## src/rtl/adsr_envelope_gen.sv

```systemverilog
// rtl/adsr_envelope_gen.sv - per-voice ADSR envelope generator, one step per Env_ce tick
// Optional exponential release: define ENV_EXP_RELEASE_EN (Release_rate then ignored).
module adsr_envelope_gen #(
    parameter int AMP_W     = 32,
    parameter int REL_SHIFT = 8
) (
    input  logic             Sys_clk,
    input  logic             Env_rst_n,
    input  logic             Env_ce,
    input  logic             Gate,
    input  logic [AMP_W-1:0] Attack_rate,
    input  logic [AMP_W-1:0] Decay_rate,
    input  logic [AMP_W-1:0] Sustain_level,
    input  logic [AMP_W-1:0] Release_rate,
    output logic [AMP_W-1:0] Amplitude,
    output logic             Amp_valid,
    output logic [2:0]       Env_state,
    output logic             Env_active
);

    localparam logic [2:0] ST_IDLE    = 3'd0;
    localparam logic [2:0] ST_ATTACK  = 3'd1;
    localparam logic [2:0] ST_DECAY   = 3'd2;
    localparam logic [2:0] ST_SUSTAIN = 3'd3;
    localparam logic [2:0] ST_RELEASE = 3'd4;
    localparam logic [AMP_W-1:0] FULL = '1;

    logic [2:0]       state, next_state;
    logic [AMP_W-1:0] level, next_level;
    logic             prev_gate;
    logic             valid_q;
    logic             rise, fall;
    logic [AMP_W:0]   att_sum;
    logic [AMP_W-1:0] dec_diff;
`ifdef ENV_EXP_RELEASE_EN
    logic [AMP_W-1:0] exp_step;
`endif

    always_ff @(posedge Sys_clk or negedge Env_rst_n) begin
        if (!Env_rst_n) begin
            state     <= ST_IDLE;
            level     <= '0;
            prev_gate <= 1'b0;
            valid_q   <= 1'b0;
        end else begin
            valid_q <= Env_ce;
            if (Env_ce) begin
                state     <= next_state;
                level     <= next_level;
                prev_gate <= Gate;
            end
        end
    end

    always_comb begin
        rise       = Gate & ~prev_gate;
        // A low gate in any gated state releases, even if the falling edge itself was missed.
        fall       = ~Gate & ((state == ST_ATTACK) | (state == ST_DECAY) | (state == ST_SUSTAIN));
        att_sum    = {1'b0, level} + {1'b0, Attack_rate};
        dec_diff   = level - Decay_rate;
`ifdef ENV_EXP_RELEASE_EN
        exp_step   = level >> REL_SHIFT;
        if (exp_step == '0)
            exp_step = {{(AMP_W-1){1'b0}}, 1'b1};
`endif
        next_state = state;
        next_level = level;
        if (rise) begin
            next_state = ST_ATTACK;
        end else if (fall) begin
            next_state = ST_RELEASE;
        end else begin
            case (state)
                ST_IDLE: next_level = '0;
                ST_ATTACK: begin
                    if (Attack_rate != '0) begin
                        if (att_sum[AMP_W] || (att_sum[AMP_W-1:0] == FULL)) begin
                            next_level = FULL;
                            next_state = ST_DECAY;
                        end else begin
                            next_level = att_sum[AMP_W-1:0];
                        end
                    end
                end
                ST_DECAY: begin
                    if (Decay_rate != '0) begin
                        if ((Decay_rate > level) || (dec_diff <= Sustain_level)) begin
                            next_level = Sustain_level;
                            next_state = ST_SUSTAIN;
                        end else begin
                            next_level = dec_diff;
                        end
                    end
                end
                ST_SUSTAIN: next_level = Sustain_level;
                ST_RELEASE: begin
`ifdef ENV_EXP_RELEASE_EN
                    if (level <= {{(AMP_W-1){1'b0}}, 1'b1}) begin
                        next_level = '0;
                        next_state = ST_IDLE;
                    end else begin
                        next_level = level - exp_step;
                    end
`else
                    if (Release_rate != '0) begin
                        if (Release_rate >= level) begin
                            next_level = '0;
                            next_state = ST_IDLE;
                        end else begin
                            next_level = level - Release_rate;
                        end
                    end
`endif
                end
                default: begin
                    next_level = '0;
                    next_state = ST_IDLE;
                end
            endcase
        end
    end

    always_comb begin
        Amplitude  = level;
        Amp_valid  = valid_q;
        Env_state  = state;
        Env_active = (state != ST_IDLE);
    end

endmodule
```

## config.mk

```make
export PLATFORM = sky130hd
export DESIGN_NAME = adsr_envelope_gen
export DESIGN_NICKNAME = d
export VERILOG_FILES = /design/src/rtl/adsr_envelope_gen.sv
export SDC_FILE = /design/constraint.sdc
export NUM_CORES = 1
export LEC_CHECK = 0
export BUFFER_PORTS_ARGS = -buffer_cell sky130_fd_sc_hd__buf_2
export CORE_MARGIN = 2
export CORE_UTILIZATION = 27
export DETAILED_ROUTE_END_ITERATION = 12
export PLACE_DENSITY = 0.47
export SLEW_MARGIN = 20
export SYNTH_ARGS = -nofsm -noshare
export SYNTH_HDL_FRONTEND = slang
export SYNTH_SLANG_ARGS = --single-unit
```

## constraint.sdc

```tcl
create_clock -name Sys_clk -period 7.7 [get_ports Sys_clk]
set_input_delay 0.385 -clock Sys_clk [delete_from_list [all_inputs] [get_ports Sys_clk]]
set_output_delay 0.385 -clock Sys_clk [all_outputs]
set_load 0.02 [all_outputs]
```

==> results by group, run 1 <==
Clock tree
  – Worst skew pair latency: roughly 0.30 ns
  – CTS max path bufs: 2
  – Post-CTS Hold Fix Bufs: 0
  – Htree depth: 2
  – CTS sink count: 37
  – Setup bufs post-CTS: 0
  – Cts repair resizes: 0
  – CTS root buf: clkbuf_16
  – TritonCTS clock tree: built
  – Reg clk slew, reported paths: 0.07 ns
  – Cts bufs inserted: 5

Placement
  – Final Wtd Congestion: 0.946
  – Placed insts: between 1,500 and 2,000
  – HPWL after DPL: roughly 33,000 um
  – Placed cell area: 10,400 sq um
  – PortBufs: about 170

Power
  – Int Power: 0.000770 W
  – Flop pwr share: 0.168
  – Sw Ratio: 0.510
  – Clock power frac: 0.167
  – Power, Total: around 0.0016 W
  – LEAKAGE: 5.19 nW
  – Max IR drop VDD: between 0.08 and 0.09 mV
  – Net Sw Power: between 0.0008 and 0.0009 W
  – Pwr/cell area: roughly 150 nW/um^2
  – Comb power frac: 0.665

Timing
  – Minimum clock period: 6.08 ns
  – Slew @ Worst Pin: 1.08 ns
  – RSZ-0062 raised after global routing: no
  – Setup violators final: 0
  – Max-slew headroom: 0.268
  – Fin crit share: 0.789
  – Setup tns final: 0 ns
  – Fmax: 165 MHz
  – Count of pins over their slew limit: 0
  – Count of final hold-check violations: 0
  – Worst Hold Margin: 0.224 ns
  – Worst Clk Skew: 0.00180 ns

Routing
  – Routed Wire Length: 39,100 um
  – DRT iter0 DRCs: 763
  – Wire length per cell: roughly 21 um
  – Avg Vias per Cell: approximately 5.6
  – Antenna-violating nets left: 0
  – Vias: roughly 10,000
  – Pre-Repair DR Iteration Count: 7
  – DRC: 0

Job
  – Max_cap viols: 0

Final layout
  – Final std cells w/o fill: 1,864
  – Fill cells: roughly 3,600
  – P&R area growth vs syn: 16.1%
  – Antenna cells: 0
  – Layout cells sized above 1: 0.153
  – Final Cell Area: 10,500 sq um
  – Final net count: 1,678
  – Most frequent cells in the layout: buf_2 (168), a21oi_1 (143), inv_1 (135), ha_1 (128), nand2_1 (107)
  – Most common cell after layout, fill and taps aside: buf_2

Floorplan
  – Die W: 187 um
  – # rows: 67
  – Core area: 33,300 sq um
  – Starting Density: 0.272
  – Die ar.: 35,100 sq um
  – I/O pin count: between 150 and 200
  – Die Ht: 187 um

Yosys
  – Post-Syn Area: 9070 sq um
  – Syn Nets: 1,543
  – Cell variety after synth: 78
  – Post-synthesis sequential area ratio: 0.102
  – Cells after synthesis: 1,280
  – YS warnings: 0
  – Syn_area_per_cell: 7.08 sq um
  – EDFF count, synth: 0
  – Ys flop type: dfrtp_1
  – FF+latch count, synth: 37
  – Fraction of registers with async set/reset: 1.00

Hold path
  – Hold WC Path Type: in2async

Critical path
  – CP max FO: 23
  – Worst endpoint required time: 7.89 ns
  – Startpoint Class: register
  – Worst EP arrival: 6.27 ns
  – Kind of critical path: reg2reg
  – Setup crit end kind: register

Global route
  – GR Overflow Total: 0
  – First-pass GRT wire length: 59,400 um
  – Initial antenna violation count: 1
  – Largest net degree at the start of global routing: 43
  – GRT Util Overall: 0.217
  – Vias in the first global route: 10,200

Run status
  – Status: complete, no violations
registers in the layout, indices dropped and copies added, names as in the netlist:
signal	flops
Env_state	3
prev_gate	1
Amp_valid	1
Amplitude	32
cell usage after synthesis (all sizes together), types with 14 or more instances:
cell type | number | area, sq um
a21o | 42 | 315
a21oi | 145 | 733
a222oi | 14 | 140
a31oi | 16 | 100
clkbuf | 40 | 150
dfrtp | 37 | 926
ha | 128 | 1600
inv | 135 | 507
nand2 | 107 | 402
nand3 | 32 | 160
nand4 | 39 | 244
nor2 | 55 | 206
nor3 | 24 | 125
nor4 | 35 | 219
o211ai | 17 | 128
o21a | 24 | 180
o21ai | 95 | 475
xnor2 | 42 | 368
xor2 | 23 | 201
worst max-delay path, stage by stage, from the launching register on:
cell and delay [ns]:
dfrtp_1 0.51, ha_1 0.33, nor2b_1 0.16, o31ai_1 0.13
a2111oi_0 0.76, nor3_1 0.24, o31ai_1 0.51, a311o_1 0.29
nand2_1 0.10, nand2b_1 0.08, o32ai_1 0.10, or2_2 0.29
ha_1 0.29, a21o_1 0.16, a21o_1 0.17, a221o_1 0.32
a211o_1 0.27, nand2_1 0.12, nor4_2 0.05, buf_4 0.24
a222oi_1 0.48, a21oi_1 0.13, a22o_1 0.21
metrics by stage:
stage               setup slack, ns  utilization
floorplan                      2.48            -
global placement               1.74        0.311
detailed placement             1.61        0.311
CTS                            1.60        0.316
global route                   1.09        0.316
finish                         1.62        0.316
power groups by stage:
stage	Combinational [W]	Clock (W)	Sequential [W]
floorplan	0.000695	0	0.000267
global placement	0.00103	0	0.000265
detailed placement	0.00102	0	0.000266
CTS	0.00103	0.000268	0.000263
global route	0.00116	0.000272	0.000268
finish	0.00104	0.000263	0.000264
path summary, 6_finish.rpt:
path	startpoint	to	slack, ns	cells after the start
min in group Sys_clk	Env_ce	Amp_valid	0.27	1
max in group asynchronous	Env_rst_n	Amplitude[30]	6.87	1
setup reg to reg	Amplitude[1]	Amplitude[4]	1.62	22
hold reg to reg	Amplitude[0]	Amplitude[0]	0.56	2
hold / removal	Env_rst_n	Amplitude[0]	0.22	1
setup / recovery	Amplitude[1]	Amplitude[4]	1.62	22
area by class of cell:
cell class                      count  area [sq um]  share of cell area
Sequential cell                    37           926              0.0879
Tap cell                          448           561              0.0532
Clock buffer                        6           139              0.0132
Timing Repair Buffer              179           923              0.0877
Multi-Input combinational cell   1057          7440               0.706
Clock inverter                      2          37.5             0.00356
Inverter                          135           507              0.0481
logic make-up (layout without fill, tap and decap cells):
group,after synthesis,in the layout,share of synthesized area
fa+ha+maj,131,131,0.183
flops,37,37,0.102
mux,6,6,0.00718
compound gates,489,489,0.359
buf+inv,186,322,0.0784
simple gates,366,366,0.207
xor+xnor,65,65,0.0628
layer usage:
layer  wire length, um  track usage  vias up
met1             18300        0.302     4923
met2             17100        0.345      341
met4              1410       0.0846        0
met5                 0            0        -
met3              2220       0.0206       51
li1                  -            -     5121
No activity file was read; power rests on OpenSTA's default activity.
==> run 2, diff against run 1 <==
--- a/config.mk
+++ b/config.mk
@@ -9,7 +9,7 @@
 export CORE_MARGIN = 2
 export CORE_UTILIZATION = 27
 export DETAILED_ROUTE_END_ITERATION = 12
-export PLACE_DENSITY = 0.47
+export PLACE_DENSITY = 0.48
 export SLEW_MARGIN = 20
 export SYNTH_ARGS = -nofsm -noshare
 export SYNTH_HDL_FRONTEND = slang
==> constraint.sdc (replaced) <==
create_clock -name Sys_clk -period 5.2 [get_ports Sys_clk]
set_input_delay 0.26 -clock Sys_clk [delete_from_list [all_inputs] [get_ports Sys_clk]]
set_output_delay 0.26 -clock Sys_clk [all_outputs]
set_load 0.02 [all_outputs]
==> results by group, run 2 (synthesis gave the netlist of run 1 again) <==
Clock tree
  – Htree depth: 2 (unchanged)
  – CTS sink count: 37 (unchanged)
  – Worst skew pair latency: 0.31 ns (about the same)
  – TritonCTS clock tree: built
  – Cts bufs inserted: 5 (unchanged)
  – CTS max path bufs: 2 (unchanged)
  – CTS root buf: clkbuf_16
  – Reg clk slew, reported paths: 0.07 ns (about the same)
  – Post-CTS Hold Fix Bufs: 0 (unchanged)

Floorplan
  – # rows: 67 (unchanged)
  – Starting Density: 0.272 (unchanged)
  – Die ar.: 35,100 sq um (unchanged)
  – Die Ht: 187 um (unchanged)
  – Core area: 33,300 sq um (unchanged)
  – Die W: 187 um (unchanged)
  – I/O pin count: 169 (unchanged)

Timing
  – Count of final hold-check violations: 0 (unchanged)
  – Slew @ Worst Pin: 0.980 ns (-0.104 ns)
  – Worst Clk Skew: 0.0159 ns (+0.0141 ns)
  – Setup violators final: 0 (unchanged)
  – Fmax: 195 MHz (+19%)
  – Fin crit share: 0.985 (+0.195)
  – PnR worst setup slack: 0.0797 ns (-1.54 ns)
  – Count of pins over their slew limit: 0 (unchanged)
  – Minimum clock period: 5.12 ns (-0.959 ns)
  – RSZ-0062 raised after global routing: yes
  – Max-slew headroom: 0.343 (+0.0758)

Global route
  – Largest net degree at the start of global routing: 38 (-12%)
  – First-pass GRT wire length: 60,100 um (+1.1%)
  – GRT Util Overall: 0.220 (+0.00268)
  – GR Overflow Total: 0 (unchanged)
  – Initial antenna violation count: 1 (unchanged)
  – Vias in the first global route: 10,300 (+1.2%)

Power
  – LEAKAGE: 5.90 nW (+14%)
  – Comb power frac: 0.707 (+0.042)
  – Max IR drop VDD: 0.107 mV (+20%)
  – Pwr/cell area: 216 nW/um^2 (+45%)
  – Int Power: 0.00129 W (+68%)
  – Flop pwr share: 0.142 (-0.026)
  – Net Sw Power: 0.00125 W (+56%)
  – Clock power frac: 0.151 (-0.016)
  – Sw Ratio: 0.491 (-0.0186)

Final layout
  – P&R area growth vs syn: 29.8%
  – Layout cells sized above 1: 0.238 (+0.0860)
  – Antenna cells: 0 (unchanged)
  – Most common cell after layout, fill and taps aside: buf_2
  – Final net count: 1,805 (+7.6%)
  – Most frequent cells in the layout: buf_2 (168), a21oi_1 (141), inv_1 (134), buf_4 (130), ha_1 (124)
  – Max reg flops: 32 (unchanged)
  – Final std cells w/o fill: 1,991 (+6.8%)

Routing
  – Wire length per cell: 20.0 um (-4.6%)
  – Antenna-violating nets left: 0 (unchanged)
  – DRT iter0 DRCs: 865 (+13%)
  – Avg Vias per Cell: 5.46 (-2.5%)
  – DRC: 0 (unchanged)
  – Routed Wire Length: 39,800 um (+1.9%)
  – Pre-Repair DR Iteration Count: 6 (-1)
  – Vias: 10,900 (+4.1%)

Critical path
  – Worst endpoint required time: 5.39 ns (-2.50 ns)
  – Setup crit end kind: register
  – Buffers & Inverters on Critical Path: 4 (+3)
  – Worst EP arrival: 5.31 ns (-0.96 ns)
  – Worst path max stage delay: 0.40 ns (-0.36 ns)
  – CP max FO: 4 (-83%)
  – Crit-path cells: ha_1 -> nor2b_2 -> o31ai_2 -> buf_4 -> a2111oi_4 -> buf_4 -> nor3_4 -> o31ai_2 -> a311o_1 -> nand2_2 -> o32ai_2 -> or2_4 -> ha_4 -> a21o_1 -> a21o_1 -> a221o_1 -> a211o_1 -> nand2_1 -> buf_4 -> nor4_4 -> bufbuf_16 -> a222oi_1 -> nand3_1 -> a22o_1
  – Kind of critical path: reg2reg
  – Crit path max-delay family: compound AO/OA/AOI/OAI gates
  – Cell mode on critical path: buf_4
  – Slowest CP cell: a222oi_1
  – Startpoint Class: register

Placement
  – Final Wtd Congestion: 0.920 (-2.7%)
  – PortBufs: 168 (unchanged)
  – HPWL after DPL: 33,900 um (+3.1%)
  – Place WS: -0.419 ns (-2.03 ns)
  – Placed insts: 1,967 (+6.0%)

Hold path
  – Hold WC Path Type: in2async

Run status
  – Status: complete, no violations

Job
  – Max_cap viols: 0 (unchanged)
==> run 2: cell types whose count changed in the layout (fill, tap and decap cells not counted), moves of 4 or more <==
| cell | change |
|---|---|
| o21ai_1 | +9 |
| buf_6 | +4 |
| o21ai_0 | -11 |
| buf_4 | +119 |
| ha_1 | -4 |
| ha_4 | +4 |
==> run 2: power groups by stage <==
stage / logic (W) / clock network, W / registers [W]
floorplan: 0.00103 / 0 / 0.000396
global placement: 0.00170 / 0 / 0.000364
detailed placement: 0.00170 / 0 / 0.000363
CTS: 0.00176 / 0.000386 / 0.000359
global route: 0.00198 / 0.000397 / 0.000364
finish: 0.00180 / 0.000384 / 0.000360
==> run 2: area by class of cell <==
cell class                 count  area [sq um]
tap                          448           561
clock buffer                   7           143
fill                        3640         21500
sequential                    37           926
multi-input combinational   1057          7650
clock inverter                 1          30.0
timing repair buffer         306          1950
inverter                     135           507
==> run 2: final timing paths <==
check,to,from,cells after the start,slack [ns]
hold / removal,Amplitude[3],Env_rst_n,1,0.11
setup / recovery,Amplitude[9],Amplitude[1],24,0.08
min in group Sys_clk,Amp_valid,Env_ce,1,0.15
max in group asynchronous,Amplitude[27],Env_rst_n,1,4.46
hold reg to reg,prev_gate,prev_gate,2,0.60
setup reg to reg,Amplitude[9],Amplitude[1],24,0.08
==> run 2: timing repair <==
item / 4_1_cts / 5_1_grt
gates cloned: 1 / 0
endpoints found under the setup margin: 34 / 33
resized for setup: 30 / 22
setup buffers: 11 / 4
pin swaps: 28 / 31
==> run 2: worst register-to-register path, cell delays in order (launching register included) <==
cell,delay (ns)
dfrtp_1,0.38
ha_1,0.26
nor2b_2,0.16
o31ai_2,0.21
buf_4,0.18
a2111oi_4,0.06
buf_4,0.17
nor3_4,0.25
o31ai_2,0.11
a311o_1,0.39
nand2_2,0.10
o32ai_2,0.09
or2_4,0.27
ha_4,0.22
a21o_1,0.15
a21o_1,0.17
a221o_1,0.32
a211o_1,0.24
nand2_1,0.08
buf_4,0.12
nor4_4,0.04
bufbuf_16,0.29
a222oi_1,0.40
nand3_1,0.12
a22o_1,0.22
==> run 2: metrics by stage <==
stage | setup TNS, ns | hold slack (ns) | instance area, sq um | util | total power, W
2_1_floorplan | 0 | -0.0356 | 9070 | - | 0.00143
3_3_place_gp | -10.81 | 0.462 | 11200 | 0.337 | 0.00206
3_5_place_dp | -8.25 | 0.464 | 11200 | 0.337 | 0.00207
4_1_cts | -0.00508 | 0.136 | 11700 | 0.350 | 0.00250
5_1_grt | -1.21 | 0.141 | 11800 | 0.354 | 0.00274
6_report | 0 | 0.109 | 11800 | 0.354 | 0.00254
==> run 2: per-layer routing <==
metal  global-route usage  part of all wire  up-vias
met5                    0                 0        -
li1                     -                 -     5360
met2                0.355              0.45      358
met3               0.0165             0.054       35
met1                0.312              0.47     5111
met4               0.0641             0.025        0
